[src/rtl/riscv_pkg.sv]
// Shared RV32I core types and constants used by the fetch path.
package riscv_pkg;

    localparam int ILEN = 32;
    localparam logic [ILEN-1:0] DEFAULT_RESET_VECTOR = 32'h0000_0000;

    typedef enum logic [2:0] {
        IDLE  = 3'd0,
        REQ   = 3'd1,
        WAIT  = 3'd2,
        EXEC  = 3'd3,
        FAULT = 3'd4
    } fetch_state_t;

endpackage

[src/rtl/fetch_timeout_ctr.sv]
// Response-timeout counter: expired pulses in the cycle that would be the
// TIMEOUT_CYCLES-th enabled cycle since the last clear.
module fetch_timeout_ctr #(
    parameter int TIMEOUT_CYCLES = 16
) (
    input  logic clk,
    input  logic rst,
    input  logic clear,
    input  logic enable,
    output logic expired
);

    localparam int W = $clog2(TIMEOUT_CYCLES + 1);
    localparam logic [W-1:0] LIMIT = W'(TIMEOUT_CYCLES - 1);

    logic [W-1:0] cnt;

    always_ff @(posedge clk or posedge rst) begin
        if (rst)
            cnt <= '0;
        else if (clear)
            cnt <= '0;
        else if (enable && cnt != LIMIT)
            cnt <= cnt + 1'b1;
    end

    // Combinational so the owner can still let same-cycle data win.
    assign expired = enable && (cnt == LIMIT);

endmodule

[src/rtl/instr_fetch_unit.sv]
// Program-counter owner of the single-cycle RV32I core: one fetch at a time
// over req/gnt/rvalid, present instruction to execute, retire on next-PC.
module instr_fetch_unit
    import riscv_pkg::*;
#(
    parameter logic [ILEN-1:0] RESET_VECTOR   = DEFAULT_RESET_VECTOR,
    parameter int              TIMEOUT_CYCLES = 16
) (
    input  logic            clk,
    input  logic            rst,
    output logic            imem_req,
    output logic [ILEN-1:0] imem_addr,
    input  logic            imem_gnt,
    input  logic            imem_rvalid,
    input  logic [ILEN-1:0] imem_rdata,
    output logic [ILEN-1:0] iaddr,
    output logic [ILEN-1:0] idata,
    output logic            instr_valid,
    input  logic [ILEN-1:0] iaddr_val,
    input  logic            iaddr_val_valid,
    input  logic            stall,
    output logic [31:0]     instret,
    output logic            misalign_err,
    output logic            bus_err
);

    fetch_state_t    state_q, state_d;
    logic [ILEN-1:0] pc_q, idata_q;
    logic [31:0]     instret_q;
    logic            misalign_q, bus_err_q;
    logic            tmr_clear, tmr_enable, tmr_expired;
    logic            retire, misaligned;

    assign tmr_clear  = (state_q == REQ) && imem_gnt;
    assign tmr_enable = (state_q == WAIT) && !imem_rvalid;
    assign retire     = (state_q == EXEC) && iaddr_val_valid && !stall;
    assign misaligned = iaddr_val[1:0] != 2'b00;

    fetch_timeout_ctr #(
        .TIMEOUT_CYCLES(TIMEOUT_CYCLES)
    ) u_timeout (
        .clk     (clk),
        .rst     (rst),
        .clear   (tmr_clear),
        .enable  (tmr_enable),
        .expired (tmr_expired)
    );

    always_comb begin
        state_d = state_q;
        case (state_q)
            IDLE:  state_d = REQ;
            REQ:   if (imem_gnt) state_d = WAIT;
            WAIT: begin
                if (imem_rvalid)      state_d = EXEC;
                else if (tmr_expired) state_d = FAULT;
            end
            EXEC:  if (retire) state_d = misaligned ? FAULT : REQ;
            FAULT: state_d = FAULT;
            default: state_d = FAULT;
        endcase
    end

    always_ff @(posedge clk or posedge rst) begin
        if (rst) begin
            state_q    <= IDLE;
            pc_q       <= RESET_VECTOR;
            idata_q    <= '0;
            instret_q  <= '0;
            misalign_q <= 1'b0;
            bus_err_q  <= 1'b0;
        end else begin
            state_q <= state_d;
            if (state_q == WAIT && imem_rvalid)
                idata_q <= imem_rdata;
            if (state_q == WAIT && !imem_rvalid && tmr_expired)
                bus_err_q <= 1'b1;
            if (retire && misaligned)
                misalign_q <= 1'b1;
            if (retire && !misaligned) begin
                pc_q      <= iaddr_val;
                instret_q <= instret_q + 32'd1;
            end
        end
    end

    // Address tracks pc in every state, so it is trivially stable while ungranted.
    assign imem_req     = (state_q == REQ);
    assign imem_addr    = pc_q;
    assign iaddr        = pc_q;
    assign idata        = idata_q;
    assign instr_valid  = (state_q == EXEC);
    assign instret      = instret_q;
    assign misalign_err = misalign_q;
    assign bus_err      = bus_err_q;

endmodule

[config.mk]
export PLATFORM = sky130hd
export DESIGN_NAME = instr_fetch_unit
export DESIGN_NICKNAME = d
export VERILOG_FILES = /design/src/rtl/riscv_pkg.sv /design/src/rtl/fetch_timeout_ctr.sv /design/src/rtl/instr_fetch_unit.sv
export SDC_FILE = /design/constraint.sdc
export NUM_CORES = 1
export LEC_CHECK = 0
export ABC_AREA = 1
export BUFFER_PORTS_ARGS = -buffer_cell sky130_fd_sc_hd__buf_2
export CAP_MARGIN = 10
export CORE_ASPECT_RATIO = 0.6
export CORE_MARGIN = 5
export CORE_UTILIZATION = 40
export CTS_CLUSTER_DIAMETER = 60
export DETAILED_ROUTE_END_ITERATION = 6
export HOLD_SLACK_MARGIN = 0.08
export PLACE_DENSITY = 0.68
export SLEW_MARGIN = 10
export SYNTH_ARGS = -nofsm -noshare
export SYNTH_HDL_FRONTEND = slang
export SYNTH_SLANG_ARGS = --single-unit
[constraint.sdc]
create_clock -name clk -period 7.3 [get_ports clk]
set_input_delay 0 -clock clk [delete_from_list [all_inputs] [get_ports clk]]
set_output_delay 0 -clock clk [all_outputs]
set_load 0.005 [all_outputs]
==> results.md, run 1 <==
- Counting flops with a built-in enable in the synthesized netlist gives 0.
- The number of nets in the layout is 927.
- The unique cell type count in the Yosys netlist is 27.
- For the worst setup path, the data required time is 7530 ps.
- In the final routed layout, each cell accounts on average for 13.87 um.
- The number of warning messages in the yosys log is 0.
- The peak fanout along the critical path is 56.
- From bottom edge to top edge, the die measures 96.57 um.
- The worst register-to-register path has a depth of 6.
- By area the synthesized netlist is led by sky130_fd_sc_hd__dfrtp_1, sky130_fd_sc_hd__nand2_1, sky130_fd_sc_hd__buf_4.
- The cell family contributing the most delay on the critical path is buffers and inverters.
- The total global routing track utilization is 19.10%.
- The DRC violation count after routing is 0.
- The cell count after synthesis came out at 619.
- The multi-input combinational cell area is 1810 um^2.
- The DRC marker count from the first detailed-route iteration is 226.
- The die outline area is 14,900 um^2.
- The class of the most critical setup path is in2reg.
- The actual transition at the worst max-transition pin is 978.9 ps.
- At the later pin of the worst-skew pair, clock insertion delay measures 340 ps.
- The share of synthesized flip-flops with an asynchronous set or reset is 100.0%.
- The root buffer cell is sky130_fd_sc_hd__clkbuf_16.
- The proportion of layout cells with a drive suffix above 1 is 26.78%.
- The worst setup path is captured at a flip-flop.
- At the end of the flow the core is filled with cells to 56.67%.
- On the critical path, the stage with the largest delay is an instance of sky130_fd_sc_hd__inv_2.
- The final setup TNS is 0 ps.
- No sink is reached through more buffers than the 2 on the longest clock path.
- The via count of the first global-routing pass is 4,442.
- The core region area is 12,140 um^2.
- The number of nets still failing antenna checks after routing is 0.
- The final layout contains routed wiring with a total length of 14,200 um.
- In this run the critical register-to-register path is captured at instret[16]$_DFFE_PP0P_.
- The final critical path time including I/O delays and setup is 2485 ps.
- In this run the number of cells on the critical path is 7.
- The via density per instance is 4.567.
- The number of antenna diodes in the final layout is 0.
- The area fraction of the dominant cell type after synthesis is 53.09%.
- The initial antenna violation count was 0.
- The tool flagged a number of max-cap violations equal to 0.
- The maximum clock frequency is 402.4 MHz.
- Together, buffers and inverters on the worst path number 3.
- Buffers placed on the I/O ports in this run total 201.
- The synthesized netlist occupies a cell area of 4996 um^2.
- The cell taking the most area after synthesis is sky130_fd_sc_hd__dfrtp_1.
- The signed area change from the synthesized netlist to the final layout is 37.72%.
- The post-placement setup slack is 4891 ps.
- The detailed-router iteration count before antenna repair is 5.
- The pin count of the biggest net entering global routing is 76.
- The internal reg-to-reg setup slack is 4890 ps.
- The clock transition time at the flip-flop clock pins of the worst setup and hold paths is 70 ps.
- The number of failing hold endpoints at the final stage is 0.
- Counting instances, the worst hold path has a depth of 3.
- The run finished with clean final reports.
- By count the netlist is led by sky130_fd_sc_hd__nand2_1, sky130_fd_sc_hd__dfrtp_1, sky130_fd_sc_hd__inv_1.
- The effective utilization at floorplan is 41.15%.
- The completed layout was analyzed and its total power is 1.129 mW.
- The type of origin of the critical path is an input pin.
- In this run the horizontal extent of the chip is 154.3 um.
- The worst flop-to-flop path startpoint is state_q[1]$_DFFE_PP0P_.
- The routed layout has 4,677 vias.
- Traced cell by cell, the critical path runs through dlygate4sd3_1 -> buf_2 -> nor2_1 -> nand3_4 -> inv_2 -> nand2_1 -> xnor2_1.
- The synthesized net count is 692.
- The placement-stage cell area is 5892 um^2.
- Setup slack closes at 4815 ps.
- In this run the most critical hold path is launched from iaddr_val[0].
- On the final layout, the worst clock skew is 10.38 ps.
- The post-layout instance count excluding filler cells is 1,024.
- The prevailing post-synth register cell is sky130_fd_sc_hd__dfrtp_1.
- At the end of routability-driven placement, the weighted congestion stood at 0.8691.
- The floorplan has 31 rows.
- Setup repair after global routing left no endpoint under its margin.
- The total clock sinks is 106.
- The largest single stage delay on the critical path is 870 ps.
- The leakage power of the design is 4.034 nW.
- The mean post-synth cell area is 8.071 um^2.
- The hold slack is 132.0 ps.
- The min-delay analysis places its worst path in the category in2reg.
- The worst IR drop on VDD is 0.0001097 V.
- The first global-routing pass estimated 22,860 um of wire.
- In this run, placement finished with an instance count of 939.
- The worst pin sits at a relative slew slack of 34.74%.
- The number of endpoints failing setup at the final stage is 0.
- The wire-length estimate of the detail-placed layout is 9533 um.
- CTS built an H-tree with a depth of 3.
- The clock tree from TritonCTS is built.
- In this run, CTS created clock tree buffers numbering 9.
- The flip-flop and latch count after synthesis is 106.
- The power per standard cell area is 164.1 nW/um^2.
- Fill cells in the final layout number 1,069.
- By instance count, the leading cell after synthesis is sky130_fd_sc_hd__nand2_1.
- The fraction of the cycle the final worst path needs is 34.04%.
- The final number of max-transition violations came to 0.
- With fillers left out, the area of the finished cells amounts to 6880 um^2.
- For hold timing, the worst endpoint is misalign_err$_DFFE_PP0P_.
- Summed over all layers, the global routing overflow is 0.
- Data on the critical path arrives at its endpoint at 2710 ps.
- The sequential standard cell area is 2653 um^2.
- Of the synthesized area, sequential elements account for 53.09%.
- The count of pins on the block boundary is 202.
-- sequential cells by signal (all words and copies together), names as in the netlist --
register and cells:
idata 32, u_timeout.cnt 5, instret 32, bus_err 1, iaddr 32, state_q 3, misalign_err 1
-- routing by layer --
metal / track usage, % / vias to the layer above / wire length [um] / part of all wire, %
met4: 4.776 / 0 / 259 / 1.8
met1: 25.81 / 2122 / 6505 / 46
met3: 5.429 / 18 / 1216 / 8.6
met5: 0 / - / 0 / 0
li1: - / 2333 / - / -
met2: 30.73 / 204 / 6218 / 44
-- final cells by class --
class,instances,share of cell area (%)
Tap cell,165,3.001
Clock buffer,11,3.673
Multi-Input combinational cell,412,26.31
Clock inverter,5,0.6547
Sequential cell,106,38.55
Timing Repair Buffer,272,24.88
Inverter,53,2.928
-- cells by family (layout without fill, tap and decap cells) --
kind of cell | after synthesis | count (layout) | synth area share (%)
adders and majority gates | 3 | 3 | 0.7514
DFF | 106 | 106 | 53.09
AOI/OAI and AO/OA | 10 | 10 | 1.177
and+or+nand+nor | 385 | 385 | 31.86
buffers and inverters | 101 | 341 | 10.67
xor gates and xnor gates | 14 | 14 | 2.454
-- layout by cell type (no fill, tap or decap) --
cell	n
sky130_fd_sc_hd__clkinv_4	2
sky130_fd_sc_hd__nand2_1	286
sky130_fd_sc_hd__inv_1	51
sky130_fd_sc_hd__dlygate4sd3_1	69
sky130_fd_sc_hd__clkbuf_8	2
sky130_fd_sc_hd__o21ai_0	2
sky130_fd_sc_hd__dfrtp_1	106
sky130_fd_sc_hd__nor3_1	2
sky130_fd_sc_hd__nand4_1	18
sky130_fd_sc_hd__nand3_2	1
sky130_fd_sc_hd__o22ai_1	1
sky130_fd_sc_hd__ha_1	3
sky130_fd_sc_hd__nor2_1	41
sky130_fd_sc_hd__o21bai_1	1
sky130_fd_sc_hd__a21boi_0	1
sky130_fd_sc_hd__o21ai_1	1
sky130_fd_sc_hd__nor2_2	4
sky130_fd_sc_hd__nand3_1	25
sky130_fd_sc_hd__buf_2	201
sky130_fd_sc_hd__clkinvlp_4	1
sky130_fd_sc_hd__inv_2	1
sky130_fd_sc_hd__nand3_4	1
sky130_fd_sc_hd__o31ai_1	1
sky130_fd_sc_hd__a21oi_1	3
sky130_fd_sc_hd__inv_4	1
sky130_fd_sc_hd__nor2_4	3
sky130_fd_sc_hd__inv_6	1
sky130_fd_sc_hd__clkbuf_16	9
sky130_fd_sc_hd__buf_4	2
sky130_fd_sc_hd__xor2_1	10
sky130_fd_sc_hd__inv_8	1
sky130_fd_sc_hd__xnor2_1	4
sky130_fd_sc_hd__nand3b_1	4
-- worst min-delay path: stages --
cell and delay, ps:
sky130_fd_sc_hd__buf_2 80, sky130_fd_sc_hd__nor2_1 90, sky130_fd_sc_hd__o31ai_1 260
-- what timing repair did --
item,CTS,global route
gates resized for setup,0,0
hold buffers,69,0
endpoints found under the hold margin,102,0
buffers inserted,0,0
-- power by group --
group	internal [mW]	total [mW]	switching [mW]
clock	0.255	0.480	0.225
combinational	0.0376	0.0616	0.0241
sequential	0.587	0.587	0
total	0.880	1.13	0.249
-- worst max path at each step --
stage,from,slack [ps],endpoint
CTS,iaddr_val[1],4870,instret[16]$_DFFE_PP0P_
finish,iaddr_val[1],4820,instret[16]$_DFFE_PP0P_
global placement,state_q[2]$_DFFE_PP0P_,4940,instret[24]$_DFFE_PP0P_
floorplan,rst,4510,bus_err$_DFFE_PP0P_
global route,iaddr_val[1],4650,instret[19]$_DFFE_PP0P_
detailed placement,state_q[1]$_DFFE_PP0P_,4890,instret[16]$_DFFE_PP0P_
Note: power is estimated with default switching activity, not from simulation.
==> run 2: changes to the inputs <==
--- a/config.mk
+++ b/config.mk
@@ -14,7 +14,7 @@
 export CTS_CLUSTER_DIAMETER = 60
 export DETAILED_ROUTE_END_ITERATION = 6
 export HOLD_SLACK_MARGIN = 0.08
-export PLACE_DENSITY = 0.68
+export PLACE_DENSITY = 0.71
 export SLEW_MARGIN = 10
 export SYNTH_ARGS = -nofsm -noshare
 export SYNTH_HDL_FRONTEND = slang
==> constraint.sdc (replaced) <==
create_clock -name clk -period 2 [get_ports clk]
set_input_delay 0 -clock clk [delete_from_list [all_inputs] [get_ports clk]]
set_output_delay 0 -clock clk [all_outputs]
set_load 0.005 [all_outputs]
==> run 2 against run 1 <==
Compared with the run above:
- critical path depth up 2
- wire length down 0.61%
- sequential cell count unchanged
- cell count up 0.78%
- via count down 0.81%
- critical path type unchanged
- highest routed layer unchanged
==> results.md, run 2 (same netlist as run 1, synthesis figures left out) <==
- The final number of max-transition violations is 0.
- Summed over all cells, the static leakage comes to 4.077 nW.
- In the final layout, the multi-input gates occupy 1810 um^2.
- The capturing element type of the critical path is a flip-flop.
- The number of nets still failing antenna checks after routing is 0.
- Along the worst hold path, the cell count comes to 3.
- The total clock sinks is 106.
- The H-tree generated during clock tree synthesis spans 3 levels.
- Adding up every negative setup slack in the final design gives 0 ps.
- After detailed routing, the number of remaining DRC violations is 0.
- The worst setup path is of the in2reg kind.
- For flop-to-flop paths, the worst setup slack is 320 ps.
- The fraction of the cycle the final worst path needs is 85.36%.
- The run finished with clean final reports.
- Once the floorplan was initialized, standard cells occupied 41.15% of the core.
- The via count of the first global-routing pass was 4,421.
- For this design the ratio of total power to cell area is 596.1 nW/um^2.
- The via density per instance is 4.495.
- The hold slack is 104.1 ps.
- The final critical path time including I/O delays and setup is 1707 ps.
- The actual transition at the worst max-transition pin is 617.6 ps.
- The sequential standard cell area is 2653 um^2.
- For the worst-skew pair, the clock arrives at the later sink with an insertion delay of 330 ps.
- Setup violations remaining at the end of the flow were counted as 0.
- For the final database, setup skew stands at 7.405 ps.
- Wires add up to 14,110 um.
- The number of failing hold endpoints at the final stage came to 0.
- Counting cells, the worst reg-to-reg path comes to 8.
- During placement, the flow inserted port buffers numbering 201.
- Setup repair after global routing left no endpoint under its margin.
- The initial antenna violation count is 0.
- The DRC marker count from the first detailed-route iteration is 295.
- From left edge to right edge, the die measures 154.3 um.
- Cells with a size suffix above 1 make up 27.34% of the layout.
- The type of the tightest min-delay check is in2reg.
- The clock transition time at the flip-flop clock pins of the worst setup and hold paths is 70 ps.
- The clock tree from TritonCTS is built.
- The peak fanout along the critical path is 3.
- The detailed-route via count is 4,639.
- At the worst endpoint, the arrival time is 1920 ps.
- The signed area change from the synthesized netlist to the final layout is 39.49%.
- 202 I/O pins were placed.
- The first-pass GRT wire length is 22,730 um.
- Across the run, the number of max-cap violations was 0.
- At the end of the flow, the number of nets in the layout was 935.
- The die outline area is 14,900 um^2.
- The global placement routability congestion is 0.8112.
- In this run the post-CTS setup repair buffer count came out at 0.
- Leaving out fill and tap cells, the most frequent cells in the layout are sky130_fd_sc_hd__nand2_1, sky130_fd_sc_hd__buf_2, sky130_fd_sc_hd__dfrtp_1.
- The worst IR drop on VDD is 0.0003693 V.
- The die is 96.57 um tall.
- Global routing consumed, over all layers together, 18.97% of the routing resources.
- The pin count of the biggest net entering global routing is 62.
- The core region area is 12,140 um^2.
- The maximum clock frequency is 585.7 MHz.
- The type of origin of the critical path is an input pin.
- The required time at the endpoint of the critical path is 2210 ps.
- The clock passes through at most 2 buffers.
- The root buffer cell chosen for the clock tree is sky130_fd_sc_hd__clkbuf_16.
- The wire length per cell is 13.67 um.
- 0 antenna diodes ended up in the layout.
- Leaving out fill and tap cells, the most frequent cell in the layout is sky130_fd_sc_hd__nand2_1.
- The remaining global-route overflow is 0.
- The half-perimeter wire length after placement is 9394 um.
- The detailed-router iteration count before antenna repair is 5.
- The clock buffer count from CTS is 9.
- The floorplan has 31 rows.
- Counting the fill cells in the layout gives 1,054.
- Headroom to the max-slew limit came out at 58.74%.
- The post-layout instance count excluding filler cells is 1,032.
- In this run, placement finished with an instance count of 947.
[run 2: cell types whose count changed in the layout (fill, tap and decap cells not counted), sizes merged]
cell	change
clkinvlp	+1
buf	+8
clkinv	-1
clkbuf	-1
bufinv	+1
[run 2: per-stage QoR]
step | total power [mW] | util (%) | setup WS, ps | cell area (um^2)
3_3_place_gp | 2.306 | 49.24 | 401.5 | 5978
6_report | 4.154 | 57.40 | 292.7 | 6969
4_1_cts | 4.213 | 57.40 | 322.7 | 6969
2_1_floorplan | 2.220 | - | 521.2 | 5000
5_1_grt | 4.343 | 57.40 | 143.1 | 6969
3_5_place_dp | 2.306 | 49.24 | 349.5 | 5978
[run 2: worst max-delay path, stage by stage]
cell	delay (ps)
sky130_fd_sc_hd__dlygate4sd3_1	530
sky130_fd_sc_hd__buf_2	120
sky130_fd_sc_hd__nor2_1	240
sky130_fd_sc_hd__dlygate4sd3_1	590
sky130_fd_sc_hd__inv_1	50
sky130_fd_sc_hd__nand2_1	70
sky130_fd_sc_hd__nand2_1	50
sky130_fd_sc_hd__nor2_1	160
sky130_fd_sc_hd__a21boi_0	100
[run 2: routing by layer]
metal	vias to the layer above	global-route usage (%)	routed length, um
met1	2077	25.30	6319
met2	193	31.02	6422
li1	2355	-	-
met3	14	5.296	1192
met4	0	4.776	178
met5	-	0	0
[run 2: timing repair]
item / in CTS / in global routing
gates resized for setup: 0 / 0
hold endpoints to repair: 93 / 0
hold buffers: 69 / 0
[run 2: where the power goes]
group / switching (mW) / internal (mW) / total [mW]
Sequential: 0 / 2.14 / 2.14
Combinational: 0.0886 / 0.141 / 0.230
Clock: 0.795 / 0.988 / 1.78
Total: 0.884 / 3.27 / 4.15
[run 2: worst paths after layout]
check / startpoint / end
max reg2reg: instret[1]$_DFFE_PP0P_ / instret[18]$_DFFE_PP0P_
min reg2reg: bus_err$_DFFE_PP0P_ / bus_err$_DFFE_PP0P_
min: iaddr_val[1] / misalign_err$_DFFE_PP0P_
max: stall / state_q[1]$_DFFE_PP0P_
min in group asynchronous: rst / idata[15]$_DFFE_PP0P_
max in group asynchronous: rst / iaddr[10]$_DFFE_PP0P_
[run 2: layout make-up]
type,count,share of cell area (%)
Sequential cell,106,38.06
Multi-Input combinational cell,412,25.98
Clock inverter,6,1.023
Timing Repair Buffer,280,25.78
Clock buffer,10,3.285
Inverter,53,2.908
Tap cell,165,2.962
